<file path="config.mk">
export PLATFORM = sky130hd
export DESIGN_NAME = udt_mac_tx_arb_flat
export DESIGN_NICKNAME = d
export VERILOG_FILES = /design/src/rtl/udt_mac_tx_arb_if.sv /design/src/rtl/udt_mac_tx_arb.sv /design/src/flat_wrapper.sv
export SDC_FILE = /design/constraint.sdc
export NUM_CORES = 1
export LEC_CHECK = 0
export CAP_MARGIN = 15
export CORE_AREA = 2 2 150 152
export DETAILED_ROUTE_END_ITERATION = 10
export DIE_AREA = 0 0 152 154
export GPL_TIMING_DRIVEN = 0
export SYNTH_ARGS = -nofsm -noshare
export SYNTH_HDL_FRONTEND = slang
export SYNTH_SLANG_ARGS = --single-unit
</file>
<file path="constraint.sdc">
create_clock -name core_clk -period 3.05 [get_ports core_clk]
set_input_delay 0.4575 -clock core_clk [delete_from_list [all_inputs] [get_ports core_clk]]
set_output_delay 0.4575 -clock core_clk [all_outputs]
set_load 0.05 [all_outputs]
</file>
<file path="src/rtl/udt_mac_tx_arb_if.sv">
// Stream bundle between the client TX channels, the arbiter and the MAC TX port.
// The master modport is the arbiter side; the slave modport is the clients/MAC side.
interface udt_mac_tx_arb_if #(
  parameter int NUM_CH = 4,
  parameter int DATA_W = 64,
  parameter int CH_W   = 2
) ();
  localparam int KEEP_W = DATA_W / 8;

  logic [NUM_CH-1:0]        s_axis_tvalid;
  logic [NUM_CH-1:0]        s_axis_tready;
  logic [NUM_CH-1:0]        s_axis_tlast;
  logic [NUM_CH*KEEP_W-1:0] s_axis_tkeep;
  logic [NUM_CH*DATA_W-1:0] s_axis_tdata;

  logic                     m_axis_tvalid;
  logic                     m_axis_tready;
  logic                     m_axis_tlast;
  logic [KEEP_W-1:0]        m_axis_tkeep;
  logic [DATA_W-1:0]        m_axis_tdata;
  logic [CH_W-1:0]          m_axis_tid;

  modport master (
    input  s_axis_tvalid, s_axis_tlast, s_axis_tkeep, s_axis_tdata, m_axis_tready,
    output s_axis_tready, m_axis_tvalid, m_axis_tlast, m_axis_tkeep, m_axis_tdata, m_axis_tid
  );

  modport slave (
    output s_axis_tvalid, s_axis_tlast, s_axis_tkeep, s_axis_tdata, m_axis_tready,
    input  s_axis_tready, m_axis_tvalid, m_axis_tlast, m_axis_tkeep, m_axis_tdata, m_axis_tid
  );
endinterface

</file>
<file path="src/rtl/udt_mac_tx_arb.sv">
// Packet-granular round-robin merge of NUM_CH client streams onto one registered MAC TX stream,
// tagging each beat with its source channel and truncating packets longer than MAX_BEATS.
module udt_mac_tx_arb #(
  parameter int NUM_CH    = 4,
  parameter int DATA_W    = 64,
  parameter int MAX_BEATS = 190,
  parameter int CH_W      = 2
) (
  input  logic              core_clk,
  input  logic              core_rst_n,
  input  logic [NUM_CH-1:0] ch_enable,
  udt_mac_tx_arb_if.master  axis,
  output logic              trunc_pulse,
  output logic [CH_W-1:0]   trunc_ch
);
  localparam int KEEP_W = DATA_W / 8;
  localparam int CNT_W  = $clog2(MAX_BEATS + 1);

  typedef enum logic [1:0] {
    ST_IDLE  = 2'd0,
    ST_BUSY  = 2'd1,
    ST_DRAIN = 2'd2
  } state_t;

  state_t            r_state;
  state_t            w_state_next;
  logic [CH_W-1:0]   r_grant;
  logic [CH_W-1:0]   w_grant_next;
  logic [CH_W-1:0]   r_rr;
  logic [CH_W-1:0]   w_rr_next;
  logic [CNT_W-1:0]  r_beat_cnt;
  logic [CNT_W-1:0]  w_beat_cnt_next;

  logic              r_m_valid;
  logic              r_m_last;
  logic [KEEP_W-1:0] r_m_keep;
  logic [DATA_W-1:0] r_m_data;
  logic [CH_W-1:0]   r_m_tid;
  logic              r_trunc_pulse;
  logic [CH_W-1:0]   r_trunc_ch;

  logic [NUM_CH-1:0] w_req;
  logic [CH_W-1:0]   w_idx;
  logic [CH_W-1:0]   w_pick;
  logic              w_found;
  logic              w_load_ok;
  logic              w_path_open;
  logic              w_accept;
  logic              w_load;
  logic              w_trunc;
  logic              w_at_limit;
  logic              w_sel_valid;
  logic              w_sel_last;
  logic [KEEP_W-1:0] w_sel_keep;
  logic [DATA_W-1:0] w_sel_data;
  logic [NUM_CH-1:0] w_s_tready;

  // Granted channel's beat, selected once so the datapath only sees one stream.
  assign w_sel_valid = axis.s_axis_tvalid[r_grant];
  assign w_sel_last  = axis.s_axis_tlast[r_grant];
  assign w_sel_keep  = axis.s_axis_tkeep[r_grant*KEEP_W +: KEEP_W];
  assign w_sel_data  = axis.s_axis_tdata[r_grant*DATA_W +: DATA_W];

  assign w_load_ok   = !r_m_valid || axis.m_axis_tready;
  assign w_path_open = ((r_state == ST_BUSY) && w_load_ok) || (r_state == ST_DRAIN);
  assign w_accept    = core_rst_n && w_path_open && w_sel_valid;
  assign w_at_limit  = (r_beat_cnt == CNT_W'(MAX_BEATS - 1));

  // Ready is gated by reset so no client beat is consumed in the reset cycle itself.
  for (genvar gi = 0; gi < NUM_CH; gi++) begin : g_tready
    assign w_s_tready[gi] = core_rst_n && w_path_open && (r_grant == CH_W'(gi));
  end
  assign axis.s_axis_tready = w_s_tready;

  // Round-robin search starting just after the last granted channel.
  always_comb begin
    w_req   = axis.s_axis_tvalid & ch_enable;
    w_found = 1'b0;
    w_pick  = '0;
    w_idx   = '0;
    for (int k = 1; k <= NUM_CH; k++) begin
      w_idx = CH_W'((int'(r_rr) + k) % NUM_CH);
      if (!w_found && w_req[w_idx]) begin
        w_found = 1'b1;
        w_pick  = w_idx;
      end
    end
  end

  always_comb begin
    w_state_next    = r_state;
    w_grant_next    = r_grant;
    w_rr_next       = r_rr;
    w_beat_cnt_next = r_beat_cnt;
    w_load          = 1'b0;
    w_trunc         = 1'b0;
    case (r_state)
      ST_IDLE: begin
        if (w_found) begin
          w_grant_next    = w_pick;
          w_rr_next       = w_pick;
          w_beat_cnt_next = '0;
          w_state_next    = ST_BUSY;
        end
      end
      ST_BUSY: begin
        if (w_accept) begin
          w_load = 1'b1;
          if (r_beat_cnt != CNT_W'(MAX_BEATS)) begin
            w_beat_cnt_next = r_beat_cnt + 1'b1;
          end
          if (w_sel_last) begin
            w_state_next = ST_IDLE;
          end else if (w_at_limit) begin
            w_trunc      = 1'b1;
            w_state_next = ST_DRAIN;
          end
        end
      end
      ST_DRAIN: begin
        if (w_accept && w_sel_last) begin
          w_state_next = ST_IDLE;
        end
      end
      default: w_state_next = ST_IDLE;
    endcase
  end

  always_ff @(posedge core_clk) begin
    if (!core_rst_n) begin
      r_state       <= ST_IDLE;
      r_grant       <= '0;
      r_rr          <= CH_W'(NUM_CH - 1);
      r_beat_cnt    <= '0;
      r_m_valid     <= 1'b0;
      r_m_last      <= 1'b0;
      r_m_keep      <= '0;
      r_m_data      <= '0;
      r_m_tid       <= '0;
      r_trunc_pulse <= 1'b0;
      r_trunc_ch    <= '0;
    end else begin
      r_state       <= w_state_next;
      r_grant       <= w_grant_next;
      r_rr          <= w_rr_next;
      r_beat_cnt    <= w_beat_cnt_next;
      r_trunc_pulse <= w_trunc;
      if (w_trunc) begin
        r_trunc_ch <= r_grant;
      end
      // Single output register: refill on accept, otherwise empty it once the MAC takes it.
      if (w_load) begin
        r_m_valid <= 1'b1;
        r_m_last  <= w_sel_last || w_trunc;
        r_m_keep  <= w_sel_keep;
        r_m_data  <= w_sel_data;
        r_m_tid   <= r_grant;
      end else if (axis.m_axis_tready) begin
        r_m_valid <= 1'b0;
      end
    end
  end

  assign axis.m_axis_tvalid = r_m_valid;
  assign axis.m_axis_tlast  = r_m_last;
  assign axis.m_axis_tkeep  = r_m_keep;
  assign axis.m_axis_tdata  = r_m_data;
  assign axis.m_axis_tid    = r_m_tid;
  assign trunc_pulse        = r_trunc_pulse;
  assign trunc_ch           = r_trunc_ch;
endmodule

</file>
<file path="src/flat_wrapper.sv">
// flat-port wrapper written by rule: the top's interface ports become plain ports
module udt_mac_tx_arb_flat 
#(
  parameter int NUM_CH    = 4,
  parameter int DATA_W    = 64,
  parameter int MAX_BEATS = 190,
  parameter int CH_W      = 2
)
  (core_clk, core_rst_n, ch_enable, trunc_pulse, trunc_ch, axis_s_axis_tvalid, axis_s_axis_tlast, axis_s_axis_tkeep, axis_s_axis_tdata, axis_m_axis_tready, axis_s_axis_tready, axis_m_axis_tvalid, axis_m_axis_tlast, axis_m_axis_tkeep, axis_m_axis_tdata, axis_m_axis_tid);
  udt_mac_tx_arb_if #(.NUM_CH(NUM_CH), .DATA_W(DATA_W), .CH_W(CH_W)) axis_i ();
  input  logic core_clk;
  input  logic core_rst_n;
  input  logic [NUM_CH-1:0] ch_enable;
  output logic trunc_pulse;
  output logic [CH_W-1:0] trunc_ch;
  input wire logic [$bits(axis_i.s_axis_tvalid)-1:0] axis_s_axis_tvalid;
  input wire logic [$bits(axis_i.s_axis_tlast)-1:0] axis_s_axis_tlast;
  input wire logic [$bits(axis_i.s_axis_tkeep)-1:0] axis_s_axis_tkeep;
  input wire logic [$bits(axis_i.s_axis_tdata)-1:0] axis_s_axis_tdata;
  input wire logic [$bits(axis_i.m_axis_tready)-1:0] axis_m_axis_tready;
  output wire logic [$bits(axis_i.s_axis_tready)-1:0] axis_s_axis_tready;
  output wire logic [$bits(axis_i.m_axis_tvalid)-1:0] axis_m_axis_tvalid;
  output wire logic [$bits(axis_i.m_axis_tlast)-1:0] axis_m_axis_tlast;
  output wire logic [$bits(axis_i.m_axis_tkeep)-1:0] axis_m_axis_tkeep;
  output wire logic [$bits(axis_i.m_axis_tdata)-1:0] axis_m_axis_tdata;
  output wire logic [$bits(axis_i.m_axis_tid)-1:0] axis_m_axis_tid;
  assign axis_i.s_axis_tvalid = axis_s_axis_tvalid;
  assign axis_i.s_axis_tlast = axis_s_axis_tlast;
  assign axis_i.s_axis_tkeep = axis_s_axis_tkeep;
  assign axis_i.s_axis_tdata = axis_s_axis_tdata;
  assign axis_i.m_axis_tready = axis_m_axis_tready;
  assign axis_s_axis_tready = axis_i.s_axis_tready;
  assign axis_m_axis_tvalid = axis_i.m_axis_tvalid;
  assign axis_m_axis_tlast = axis_i.m_axis_tlast;
  assign axis_m_axis_tkeep = axis_i.m_axis_tkeep;
  assign axis_m_axis_tdata = axis_i.m_axis_tdata;
  assign axis_m_axis_tid = axis_i.m_axis_tid;
  udt_mac_tx_arb #(.NUM_CH(NUM_CH), .DATA_W(DATA_W), .MAX_BEATS(MAX_BEATS), .CH_W(CH_W)) u_core (.core_clk(core_clk), .core_rst_n(core_rst_n), .ch_enable(ch_enable), .axis(axis_i), .trunc_pulse(trunc_pulse), .trunc_ch(trunc_ch));
endmodule
</file>
* Word level (Yosys, flattened, before mapping)
Cells that the tools add are included.
Storage, ports and cells: register bits 93, bits of input ports 303, output and inout bits 83, word-level logic and storage cells 99
Cells by class: $add $sub $neg 5, magnitude comparators 5, equality and inequality tests 12, shifts and indexed selects 2, mux-type cells 38, bitwise operators 1, reductions and logical operators 25
Operator list (count):
- 256-bit by 9-bit indexed part select with 64-bit output | 1
- 32-bit by 6-bit indexed part select with 8-bit output | 1
- 8-bit two-way mux | 3
- 1-bit two-way mux | 18
- 2-bit two-way mux | 9
- 8-bit case mux with 2 select lines | 1
- 2-bit by 3-bit less-than comparator with 1-bit output (second input constant) | 5
- 1-bit binary-select mux with 2-bit select | 6
- 1-bit logical AND | 11
- 8-bit by 1-bit adder with 8-bit output (second input constant) | 1
- 8-bit equality test (second input constant) | 1
- 8-bit inequality test (second input constant) | 1
- 4-bit AND reduction | 2
- 2-bit equality test (second input constant) | 3
- 2-bit case mux with 3 select lines | 1
- 2-bit by 1-bit adder with 2-bit output (second input constant) | 2
- 2-bit adder (second input constant) | 2
- 4-bit bitwise AND | 1
- 2-bit by 1-bit equality test with 1-bit output (second input constant) | 2
- 1-bit logical NOT | 4
- 2-bit logical NOT | 2
- 2-bit by 1-bit inequality test with 1-bit output (second input constant) | 2
- 2-bit inequality test (second input constant) | 2
- 2-bit nonzero test | 2
- other kinds (3) | 5

* Longest topological paths before layout
word-level depth 15, depth in mapped cells 8, depth with buffers taken out 6

* Worst setup path after synthesis
OpenSTA, ideal clock, no wires.
path type register to output, start register u_core.r_grant[1], end output port axis_s_axis_tready[2], data arrival time 2160 ps, data required time 2592 ps, path slack 432 ps, stages on the path, launching flop included 6, path buffers 3, cell sequence dfxtp_1 buf_6 buf_2 buf_1 inv_1 nor3_1
On the way: cells in the longest elaborated chain, start to end 2
Ends and longest elaborated chain:
- start: declaration | RTL line udt_mac_tx_arb.sv:27 | logic [CH_W-1:0] r_grant;
- start signal: assignment | RTL line udt_mac_tx_arb.sv:144 | r_grant <= w_grant_next;
- 2-bit equality test | RTL line udt_mac_tx_arb.sv:71 | assign w_s_tready[gi] = core_rst_n && w_path_open && (r_grant == CH_W'(gi));
- 1-bit logical AND | RTL line udt_mac_tx_arb.sv:71
- end: declaration | RTL line flat_wrapper.sv:21 | output wire logic [$bits(axis_i.s_axis_tready)-1:0] axis_s_axis_tready;
Every way passes these cells.

* Worst setup path after layout
start input port axis_m_axis_tready, end output port axis_s_axis_tready[0]
On the way: cells in the longest elaborated chain, start to end 5
Ends and longest elaborated chain:
- start: declaration | RTL line flat_wrapper.sv:20 | input wire logic [$bits(axis_i.m_axis_tready)-1:0] axis_m_axis_tready;
- 1-bit logical OR | RTL line udt_mac_tx_arb.sv:64 | assign w_load_ok = !r_m_valid || axis.m_axis_tready;
- 1-bit logical AND | RTL line udt_mac_tx_arb.sv:65 | assign w_path_open = ((r_state == ST_BUSY) && w_load_ok) || (r_state == ST_DRAIN);
- 1-bit logical OR | RTL line udt_mac_tx_arb.sv:65
- 1-bit logical AND (2 in a row) | RTL line udt_mac_tx_arb.sv:71
Every way passes these cells.

==> qor.yml <==
yosys:
  ys_ff_latch: 93
  synth_top_area_share: 0.345
  synth_area_sq_mm: 0.00539
  synth_top_family_by_area: "multiplexers"
  synth_edf_count: 0
  synth_compound_area_frac: 0.109
  synth-adder-area-share: 0.00696
  ys_async_sr_fraction: 0
  yosysSeqAreaShare: 0.345
  syn_avg_cell_area_sq_um: 10.0
  synth_fp_nets: 845
  yosys.cell_types.count: 46
  synth-xor-area-share: 0
  synth.area.mux_share: 0.322
  synthCells: 539
  yosys.area.top_type: "dfxtp_1"
  yosys.area_share.simple: 0.159
  netlist_top_cells_area: "dfxtp_1 35%, mux4_2 31%, nand2_1 11%, a21oi_1 7.3%, buf_6 1.5%"
  synthFlopType: "dfxtp_1"
  ys_warn_count: 0
power:
  leakage_nw: 3.36
  switching_share: 0.321
  pwr-share-seq: 0.339
  clkPwrFrac: 0.264
  ir_worst_vdd_mv: 0.188
  power_density_mw_per_mm2: 401
  combPwrFrac: 0.397
  p_total_w: 0.00395
  p_int_w: 0.00268
  switching_power_w: 0.00127
timing:
  clock-skew-final_ns: 0.00662
  final.setup.tns_ns: 0
  rsz0062_at_grt: "false"
  worst_slew_margin_rel: 0.569
  slew_viol_final: 0
  fmax_mhz: 329
  fin_crit_ns: 3.04
  holdWs_ns: 0.452
  setup_violations: 0
  tightest_slew_ns: 0.642
  min_period_over_period: 0.996
  hold_violations: 0
run_status:
  status: "complete, no violations"
clock_network:
  cts_tree: "done"
  ctsLongestPathBuffers: 2
  htree_levels: 3
  cts_root_buffer: "clkbuf_16"
  cts_buffers: 9
  cts_hold_buffers: 0
  post-cts-setup-buffers: 0
  insertion_delay_ns: 0.35
  cts_sinks: 93
  clk_pin_slew_worst_paths_ns: 0.06
die:
  initial_core_util: 0.249
  die_area_sq_mm: 0.0234
  io_pins: 386
  fp.dieH_um: 154
  die_w_um: 152
  rows: 54
  coreArea_sq_mm: 0.0217
job:
  maxCapViolCount: 0
routing:
  drt_iter0_drc: 390
  drt-total-wl_um: 23400
  drc: 0
  wl_per_cell_um: 19.2
  routed_via_density: 4.80
  postRouteAntennaNets: 0
  vias: 5842
  first_pass_iters: 4
placed_design:
  dp_hpwl_um: 19400
  placed_cells: 1203
  io_buffers: 384
  gp_congestion: 0.826
min_path:
  hold_depth: 2
  holdPathEnd: "u_core.axis.m_axis_tdata[24]"
  hp-start: "u_core.axis.m_axis_tdata[24]"
  min_path_type: "reg -> reg"
setup_path:
  crit_arrival_ns: 2.58
  critical_path.startpoint_type: "primary input"
  rr_endpoint: "u_core.axis.m_axis_tkeep[5]"
  max_stage_delay_ns: 0.85
  slowest_stage: "clkdlybuf4s50_1"
  cp_num_buf_inv: 2
  worstRegToRegCells: 8
  critPathCaptureType: "output pin"
  crit_type: "in -> out"
  worstPathRequired_ns: 2.59
  cp_cell_sequence: "clkdlybuf4s50_1 -> nor2b_1 -> o21ai_0 -> nand2_1 -> nor3_1 -> clkdlybuf4s50_1"
  crit_top_cell: "clkdlybuf4s50_1"
  r2r_slack_ns: 0.88
  critPathMaxFanout: 4
  rr_startpoint: "u_core.r_grant[1]"
  path_delay_family: "buffers and inverters"
global_routing:
  grt_max_degree: 25
  track_usage: 0.193
  grt_pass1_vias: 5898
  antenna_found_initial: 3
  grt_pass1_wl_um: 34600
  grt-ovfl-total: 0
finish:
  diodes: 0
  area_delta_synth_final_pct: 82.6
  drive_above_1_share: 0.126
  nNetsFinal: 1238
  final_common_cell: "clkdlybuf4s50_1"
  stdcell_count: 1217
  mostFrequentLayoutCells: "381 x clkdlybuf4s50_1, 161 x nand2_1, 93 x dfxtp_1"
  nFillCells: 2104
-- logic make-up (layout without fill, tap and decap cells) --
family	count (synthesis)	count (layout)
adders and majority gates	3	3
buffers and inverters	55	453
muxes	81	81
AOI/OAI and AO/OA	104	104
and+or+nand+nor	203	203
DFF	93	93
-- synth_stat cells, types with 2 or more instances --
master    count
nand2_1     161
ha_1          3
mux4_2       74
inv_1         7
buf_2        11
nor2_1        2
mux2i_1       7
nand3_1       8
nor3_1        5
a211oi_1      4
o21ai_0       5
a21oi_1      79
or3_1         2
nand4_1       5
o32ai_1       2
buf_6         7
nand2b_1      5
and3b_1       2
nor2b_1       2
buf_4        10
dfxtp_1      93
o31ai_1       2
nor4_1        3
clkbuf_1     18
-- what timing repair did --
item                                    in CTS  in global routing
gates resized for setup                      0                  3
endpoints found under the setup margin       4                  3
pin swaps                                    0                  0
-- worst max-delay path by stage --
stage | startpoint | end | slack, ns | depth (start not counted)
2_1_floorplan | u_core.r_grant[1] | axis_s_axis_tready[2] | 0.43 | 5
3_3_place_gp | u_core.r_grant[1] | axis_s_axis_tready[2] | -0.11 | 6
3_5_place_dp | u_core.r_grant[1] | axis_s_axis_tready[2] | -0.12 | 6
4_1_cts | axis_m_axis_tready | axis_s_axis_tready[1] | 0.05 | 6
5_1_grt | axis_m_axis_tready | axis_s_axis_tready[0] | 0.006 | 6
6_report | axis_m_axis_tready | axis_s_axis_tready[0] | 0.01 | 6
-- flip-flops by register name, summed over array words and instances (netlist names) --
register,cells
u_core.r_state,2
u_core.r_beat_cnt,8
u_core.trunc_pulse,1
u_core.trunc_ch,2
u_core.axis.m_axis_tlast,1
u_core.r_rr,2
u_core.axis.m_axis_tvalid,1
u_core.axis.m_axis_tdata,64
u_core.axis.m_axis_tid,2
u_core.r_grant,2
u_core.axis.m_axis_tkeep,8
-- through the flow --
stage          worst slack, ns   util  instance area, sq um
3_5_place_dp            -0.120  0.442                  9590
2_1_floorplan            0.432      -                  5390
4_1_cts                 0.0461  0.454                  9840
6_report                0.0118  0.454                  9850
3_3_place_gp            -0.112  0.442                  9590
5_1_grt                0.00588  0.454                  9850
-- worst register-to-register path: cells and delay by family, from the launching register on --
| kind | cells | cell delay (ns) |
|---|---|---|
| muxes | 1 | 0.63 |
| buffers and inverters | 4 | 0.75 |
| and+or+nand+nor | 2 | 0.26 |
| AOI/OAI and AO/OA | 1 | 0.06 |
| DFF | 1 | 0.32 |
-- area by class of cell --
class	count	area [sq um]	area share
buffer	45	272	0.0276
multi-input combinational	391	3220	0.327
inverter	8	30.0	0.00305
timing repair buffer	384	3850	0.391
tap	280	350	0.0356
clock inverter	4	25.0	0.00254
clock buffer	12	236	0.0240
sequential	93	1860	0.189
-- metal layers --
metal | GRT usage | share of wire | vias to the layer above
met2 | 0.340 | 0.51 | 234
met3 | 0.0555 | 0.074 | 27
met5 | 0 | 0.0011 | -
met1 | 0.225 | 0.40 | 2801
met4 | 0.0619 | 0.019 | 4
li1 | - | - | 2776
-- power by group through the flow --
stage          Clock (W)  Combinational, W  Sequential [W]
6_report         0.00104           0.00157         0.00134
5_1_grt          0.00113           0.00167         0.00135
4_1_cts          0.00108           0.00159         0.00134
3_5_place_dp           0           0.00159         0.00137
3_3_place_gp           0           0.00159         0.00136
2_1_floorplan          0          0.000669         0.00157
Note: power is estimated with default switching activity, not from simulation.
